File: src/rtl/keep_one_in_n_vec_avg_pkg.sv
// Shared constants and helpers for the multi-lane keep-one-in-N / window-average decimator.
package keep_one_in_n_pkg;

    localparam logic MODE_KEEP = 1'b0;
    localparam logic MODE_AVG  = 1'b1;
    localparam int   SAT_W     = 64;

    // Arithmetic right shift followed by clamping to a signed 'width'-bit range.
    // The result is sign-correct in its low 'width' bits, so callers take only those.
    function automatic logic [SAT_W-1:0] sat_shift(
        input logic signed [SAT_W-1:0] acc,
        input logic        [5:0]       shift,
        input int                      width
    );
        logic signed [SAT_W-1:0] shifted;
        logic signed [SAT_W-1:0] hi;
        logic signed [SAT_W-1:0] lo;
        shifted = acc >>> shift;
        hi      = (64'sd1 <<< (width - 1)) - 64'sd1;
        lo      = -(64'sd1 <<< (width - 1));
        if (shifted > hi) begin
            sat_shift = hi;
        end else if (shifted < lo) begin
            sat_shift = lo;
        end else begin
            sat_shift = shifted;
        end
    endfunction

endpackage

File: src/rtl/keep_one_in_n_vec_avg_lane_accum.sv
// One lane's window accumulator; result is the shifted, saturated sum including the current beat.
module lane_accum
    import keep_one_in_n_pkg::*;
#(
    parameter int WIDTH = 16,
    parameter int ACC_W = 32,
    parameter int SW    = 5
) (
    input  logic             clk,
    input  logic             reset_n,
    input  logic [WIDTH-1:0] lane,
    input  logic             add_en,
    input  logic             clr,
    input  logic [SW-1:0]    shift,
    output logic [WIDTH-1:0] result
);

    logic signed [ACC_W-1:0] acc_r;
    logic signed [ACC_W-1:0] lane_ext_s;
    logic signed [ACC_W-1:0] sum_s;

    // Sign-extend the lane and form the running sum used both for accumulation and output.
    always_comb begin
        lane_ext_s = {{(ACC_W-WIDTH){lane[WIDTH-1]}}, lane};
        sum_s      = acc_r + lane_ext_s;
        result     = WIDTH'(sat_shift({{(SAT_W-ACC_W){sum_s[ACC_W-1]}}, sum_s}, 6'(shift), WIDTH));
    end

    // Accumulator register: cleared when the window's last beat is taken.
    always_ff @(posedge clk or negedge reset_n) begin
        if (!reset_n) begin
            acc_r <= {ACC_W{1'b0}};
        end else if (clr) begin
            acc_r <= {ACC_W{1'b0}};
        end else if (add_en) begin
            acc_r <= sum_s;
        end else begin
            acc_r <= acc_r;
        end
    end

endmodule

File: src/rtl/keep_one_in_n_vec_avg.sv
// Multi-lane decimator: keeps every Nth beat or emits the shifted, saturated N-beat sum per lane.
module keep_one_in_n_vec_avg
    import keep_one_in_n_pkg::*;
#(
    parameter int WIDTH  = 16,
    parameter int NUM_CH = 2,
    parameter int MAX_N  = 65535,
    parameter int NW     = $clog2(MAX_N + 1),
    parameter int ACC_W  = WIDTH + NW,
    parameter int SW     = $clog2(ACC_W)
) (
    input  logic                    clk,
    input  logic                    reset_n,
    input  logic [NW-1:0]           n,
    input  logic                    mode,
    input  logic [SW-1:0]           shift,
    input  logic [NUM_CH*WIDTH-1:0] i_tdata,
    input  logic                    i_tlast,
    input  logic                    i_tvalid,
    output logic                    i_tready,
    output logic [NUM_CH*WIDTH-1:0] o_tdata,
    output logic                    o_tlast,
    output logic                    o_tvalid,
    input  logic                    o_tready
);

    localparam logic [NW-1:0] CNT_ONE = {{(NW-1){1'b0}}, 1'b1};

    logic [NW-1:0]           n_act_r;
    logic                    mode_act_r;
    logic [SW-1:0]           shift_act_r;
    logic [NW-1:0]           sample_cnt_r;
    logic [NW-1:0]           pkt_cnt_r;
    logic                    pend_last_r;
    logic [NW-1:0]           n_eff_s;
    logic                    last_sample_s;
    logic                    last_pkt_s;
    logic                    accept_s;
    logic                    load_s;
    logic                    pkt_wrap_s;
    logic                    cfg_load_s;
    logic                    avg_en_s;
    logic                    out_last_s;
    logic [NUM_CH*WIDTH-1:0] avg_data_s;
    logic [NUM_CH*WIDTH-1:0] out_data_s;

    // Window position, handshake and output selection.
    always_comb begin
        n_eff_s       = (n_act_r == {NW{1'b0}}) ? CNT_ONE : n_act_r;
        last_sample_s = (sample_cnt_r >= n_eff_s);
        last_pkt_s    = (pkt_cnt_r >= n_eff_s);
        // Only a window-closing beat needs the output register, so only it can stall.
        i_tready      = ~o_tvalid | o_tready | ~last_sample_s;
        accept_s      = i_tvalid & i_tready;
        load_s        = accept_s & last_sample_s;
        pkt_wrap_s    = accept_s & i_tlast & last_pkt_s;
        cfg_load_s    = (load_s & pkt_wrap_s) |
                        ((sample_cnt_r == CNT_ONE) & (pkt_cnt_r == CNT_ONE) & ~accept_s);
        avg_en_s      = accept_s & ~last_sample_s & (mode_act_r == MODE_AVG);
        out_last_s    = (i_tlast & last_pkt_s) | pend_last_r;
        out_data_s    = (mode_act_r == MODE_AVG) ? avg_data_s : i_tdata;
    end

    for (genvar k = 0; k < NUM_CH; k++) begin : g_lane
        lane_accum #(
            .WIDTH (WIDTH),
            .ACC_W (ACC_W),
            .SW    (SW)
        ) u_lane (
            .clk     (clk),
            .reset_n (reset_n),
            .lane    (i_tdata[k*WIDTH +: WIDTH]),
            .add_en  (avg_en_s),
            .clr     (load_s),
            .shift   (shift_act_r),
            .result  (avg_data_s[k*WIDTH +: WIDTH])
        );
    end

    // Sample/packet counters and the active configuration, reloaded only at window boundaries.
    always_ff @(posedge clk or negedge reset_n) begin
        if (!reset_n) begin
            sample_cnt_r <= CNT_ONE;
            pkt_cnt_r    <= CNT_ONE;
            n_act_r      <= CNT_ONE;
            mode_act_r   <= MODE_KEEP;
            shift_act_r  <= {SW{1'b0}};
        end else begin
            if (accept_s) begin
                sample_cnt_r <= last_sample_s ? CNT_ONE : sample_cnt_r + CNT_ONE;
            end else begin
                sample_cnt_r <= sample_cnt_r;
            end
            if (accept_s & i_tlast) begin
                pkt_cnt_r <= last_pkt_s ? CNT_ONE : pkt_cnt_r + CNT_ONE;
            end else begin
                pkt_cnt_r <= pkt_cnt_r;
            end
            if (cfg_load_s) begin
                n_act_r     <= n;
                mode_act_r  <= mode;
                shift_act_r <= shift;
            end else begin
                n_act_r     <= n_act_r;
                mode_act_r  <= mode_act_r;
                shift_act_r <= shift_act_r;
            end
        end
    end

    // Output register and the tlast carried from inside a window to its output.
    always_ff @(posedge clk or negedge reset_n) begin
        if (!reset_n) begin
            o_tvalid    <= 1'b0;
            o_tdata     <= {(NUM_CH*WIDTH){1'b0}};
            o_tlast     <= 1'b0;
            pend_last_r <= 1'b0;
        end else if (load_s) begin
            o_tvalid    <= 1'b1;
            o_tdata     <= out_data_s;
            o_tlast     <= out_last_s;
            pend_last_r <= 1'b0;
        end else begin
            if (o_tready) begin
                o_tvalid <= 1'b0;
            end else begin
                o_tvalid <= o_tvalid;
            end
            o_tdata <= o_tdata;
            o_tlast <= o_tlast;
            if (pkt_wrap_s) begin
                pend_last_r <= 1'b1;
            end else begin
                pend_last_r <= pend_last_r;
            end
        end
    end

endmodule
File: config.mk
export PLATFORM = sky130hd
export DESIGN_NAME = keep_one_in_n_vec_avg
export DESIGN_NICKNAME = d
export VERILOG_FILES = /design/src/rtl/keep_one_in_n_vec_avg_pkg.sv /design/src/rtl/keep_one_in_n_vec_avg_lane_accum.sv /design/src/rtl/keep_one_in_n_vec_avg.sv
export SDC_FILE = /design/constraint.sdc
export NUM_CORES = 1
export LEC_CHECK = 0
export ABC_AREA = 1
export CAP_MARGIN = 15
export CELL_PAD_IN_SITES_DETAIL_PLACEMENT = 0
export CELL_PAD_IN_SITES_GLOBAL_PLACEMENT = 1
export CORE_ASPECT_RATIO = 0.7
export CORE_MARGIN = 4
export CORE_UTILIZATION = 43
export CTS_CLUSTER_SIZE = 25
export DETAILED_ROUTE_END_ITERATION = 7
export HOLD_SLACK_MARGIN = 0.1
export PLACE_DENSITY_LB_ADDON = 0.12
export SYNTH_ARGS = -nofsm -noshare
export SYNTH_HDL_FRONTEND = slang
export SYNTH_SLANG_ARGS = --single-unit
File: constraint.sdc
create_clock -name clk -period 4.15 [get_ports clk]
set_clock_uncertainty 0.15 [all_clocks]
set_input_delay 1.245 -clock clk [delete_from_list [all_inputs] [get_ports clk]]
set_output_delay 1.245 -clock clk [all_outputs]
set_load 0.05 [all_outputs]
==> metrics.txt <==
sequential share of power 0.133; Mean Syn Cell Area 5.86 µm²; Cell Chain, Critical Path buf_12 -> buf_12 -> ha_4 -> nand2_1 -> inv_2 -> nand2_4 -> nor3_4 -> nand3_4 -> nand2_4 -> nand2_2 -> nand3_4 -> nand3_2 -> nand2_2 -> nand2_2 -> nand3_2 -> nand2_2 -> buf_4 -> o21ai_0 -> nand2_1 -> nand2_2 -> nand2_1 -> nand2_1; number of clock sinks 153; HPWL after detailed placement 47500 µm; Post-DP Area 0.0197 mm²; PwrDens 765 mW/mm²; vias in the first global route 17900; Crit Path Max Fanout 5; worst-margin pin slew 1.23 ns; Rows 58; Final period util 1.00; sequential area share after synthesis 0.241; CP Buf/Inv Count 4; design area 0.0252 mm²; clock share of power 0.086; Unique masters post-synth 55; Setup TNS -0.00540 ns; Tmin final 4.16 ns; Starting Density 0.440; Total GRT Usage 0.306; total power 0.0192 W; clock latency on the worst-skew pair 0.47 ns; fin util 0.695; final setup vio count 1; EDFF count, synth 0; Clock Pin Slew Worst Setup and Hold Paths 0.08 ns; HP Class flop to flop; initial antenna violation count 0; worst vdd ir 0.481 mV; share of synthesized flip-flops with an asynchronous set or reset 1.00; Critical Path AT 4.42 ns; Worst Setup Slack, final -0.00540 ns; routed vias/inst 5.52; Synth Net Count 2876; run status finished with violations; Mapped Cells 2717; cell repeated most along the worst path nand2_2; Synth area leader dfrtp_1; Final ANT Viol Nets 0; global-route wire length before repair 98500 µm; Top delay family on crit path simple AND/OR/NAND/NOR gates; top cells by area, synth dfrtp_1 24%, nand2_1 23%, nand3_1 12%, ha_1 7.7%, inv_1 7.5%; final hold violations 0; Synth Cell Area 0.0159 mm²; drt drc 0; Crit path largest cell delay 0.47 ns; pins over their slew limit 0; Sw Share 0.517; die width 238 µm; CTS H-tree depth 4; Max Clock Freq 241 MHz; RSZ-0062 raised after global routing yes; nets 3332; Yosys top cell area share 0.236; most common cell after layout, fill and taps aside nand2_1; I/O pin total 94; die height 169 µm; CTS tree done; Critical Path RT 4.41 ns; Max-cap violations 0; routed wire length 68300 µm; Core ar. 0.0362 mm²; NetSw 0.00995 W; vias 20300; Crit Path Class input pin to flop; synth warn 0; Top FF cell, synth dfrtp_1; violated checks setup timing; Power Internal 0.00929 W; slowest cell on the critical path o21ai_0; fraction of layout cells with a size suffix above 1 0.409; largest net degree at the start of global routing 90; combinational share of power 0.782; #FFs+latches synth 153; Setup WS pre-CTS -1.17 ns; number of CTS-inserted buffers 17; IO Port Bufs 93; Pre-Repair DR Iteration Count 5; startpoint types input pin; hold bufs inserted after CTS 0; area growth from synthesis to layout 58.0%; relative slew slack 0.181; most frequent cells in the layout 653 x nand2_1, 423 x buf_4, 285 x inv_1, 256 x nand2_2, 206 x nand3_1; GRT overflow 0; routability cong. 0.961; static leakage 12.7 nW; ANT cells 0; drt first-iter violations 1972; WL/cell 18.6 µm; Clock Tree Buf Depth 2; root buffer cell clkbuf_16; Die ar. 0.0402 mm²; endpoint class of the critical path flop
## tightest hold or removal path, delay by kind of cell, from the launching register on
family,cells,cell delay (ns)
simple gates,2,0.10
flops,1,0.36
## synth_stat cells (all sizes together) (2+ instances only)
library cell / number
nand2: 999
nor2: 215
nor3: 22
fa: 2
dfrtp: 150
nor3b: 2
a31oi: 7
o211ai: 14
o21bai: 4
o22ai: 12
a21o: 3
ha: 98
a22oi: 3
a21oi: 87
dfstp: 3
inv: 325
xor2: 10
and3: 2
clkinv: 5
nand4: 19
buf: 43
o21a: 7
and2: 2
a31o: 5
o21ai: 177
clkbuf: 64
xnor2: 24
o32ai: 4
nor4: 5
or2: 3
nand3: 390
nand3b: 3
## metrics by stage
step           instances  hold slack (ns)
2_1_floorplan       2717            0.313
3_3_place_gp        3528            0.316
3_5_place_dp        3528            0.317
4_1_cts             3597            0.342
5_1_grt             3666            0.362
6_report            3666            0.338
## per-layer routing
metal | track usage | part of all wire | vias up
met5 | 0 | 0.00070 | -
met4 | 0.0459 | 0.017 | 2
met3 | 0.0642 | 0.090 | 103
met2 | 0.421 | 0.42 | 865
met1 | 0.493 | 0.48 | 9599
li1 | - | - | 9681
## timing repair
item                       4_1_cts  5_1_grt
setup endpoints to repair       31       32
gates cloned                     6        3
hold endpoints to repair         0        0
setup buffers                   31       67
resized for setup              303      765
pin swaps                       84      327
## logic make-up (layout without fill, tap and decap cells)
logic type,after synthesis,after routing,share of synthesized area
simple gates,1662,1665,0.439
buf+inv,437,903,0.107
compound gates,330,330,0.114
flops,153,153,0.241
fa+ha+maj,100,100,0.0795
xor+xnor,34,34,0.0187
mux,1,1,0.000629
## final timing paths
path,from,to,slack (ns),cells after the start
setup / recovery,i_tdata[15],o_tdata[8],-0.005,22
hold / removal,o_tdata[26],o_tdata[26],0.34,2
setup reg to reg,n_act_r[8],n_act_r[5],0.37,23
hold reg to reg,o_tdata[26],o_tdata[26],0.34,2
max in group asynchronous,reset_n,o_tdata[28],2.36,2
min in group asynchronous,reset_n,g_lane[1].u_lane.acc_r[7],0.68,1
## registers in the layout, summed over array words and instances, names as in the netlist
register and flops:
pend_last_r 1, shift_act_r 5, n_act_r 16, o_tvalid 1, sample_cnt_r 16, pkt_cnt_r 16, o_tdata 32, o_tlast 1
g_lane.u_lane.acc_r 64, mode_act_r 1
## power groups by stage
| stage | logic, W | registers (W) | clock network, W |
|---|---|---|---|
| after floorplan | 0.00559 | 0.00281 | 0 |
| after global placement | 0.0106 | 0.00241 | 0 |
| after detailed placement | 0.0107 | 0.00242 | 0 |
| after CTS | 0.0119 | 0.00249 | 0.00165 |
| after global routing | 0.0161 | 0.00261 | 0.00171 |
| final | 0.0150 | 0.00255 | 0.00165 |
## cell type report
class / instances / area, µm²
Multi-Input combinational cell: 2130 / 14400
Clock buffer: 19 / 443
Sequential cell: 153 / 3840
Timing Repair inverter: 1 / 7.51
Timing Repair Buffer: 540 / 4450
Clock inverter: 13 / 126
Inverter: 330 / 1250
Tap cell: 480 / 601
Fill cell: 3024 / 11100
(Power assumes the default switching activity.)
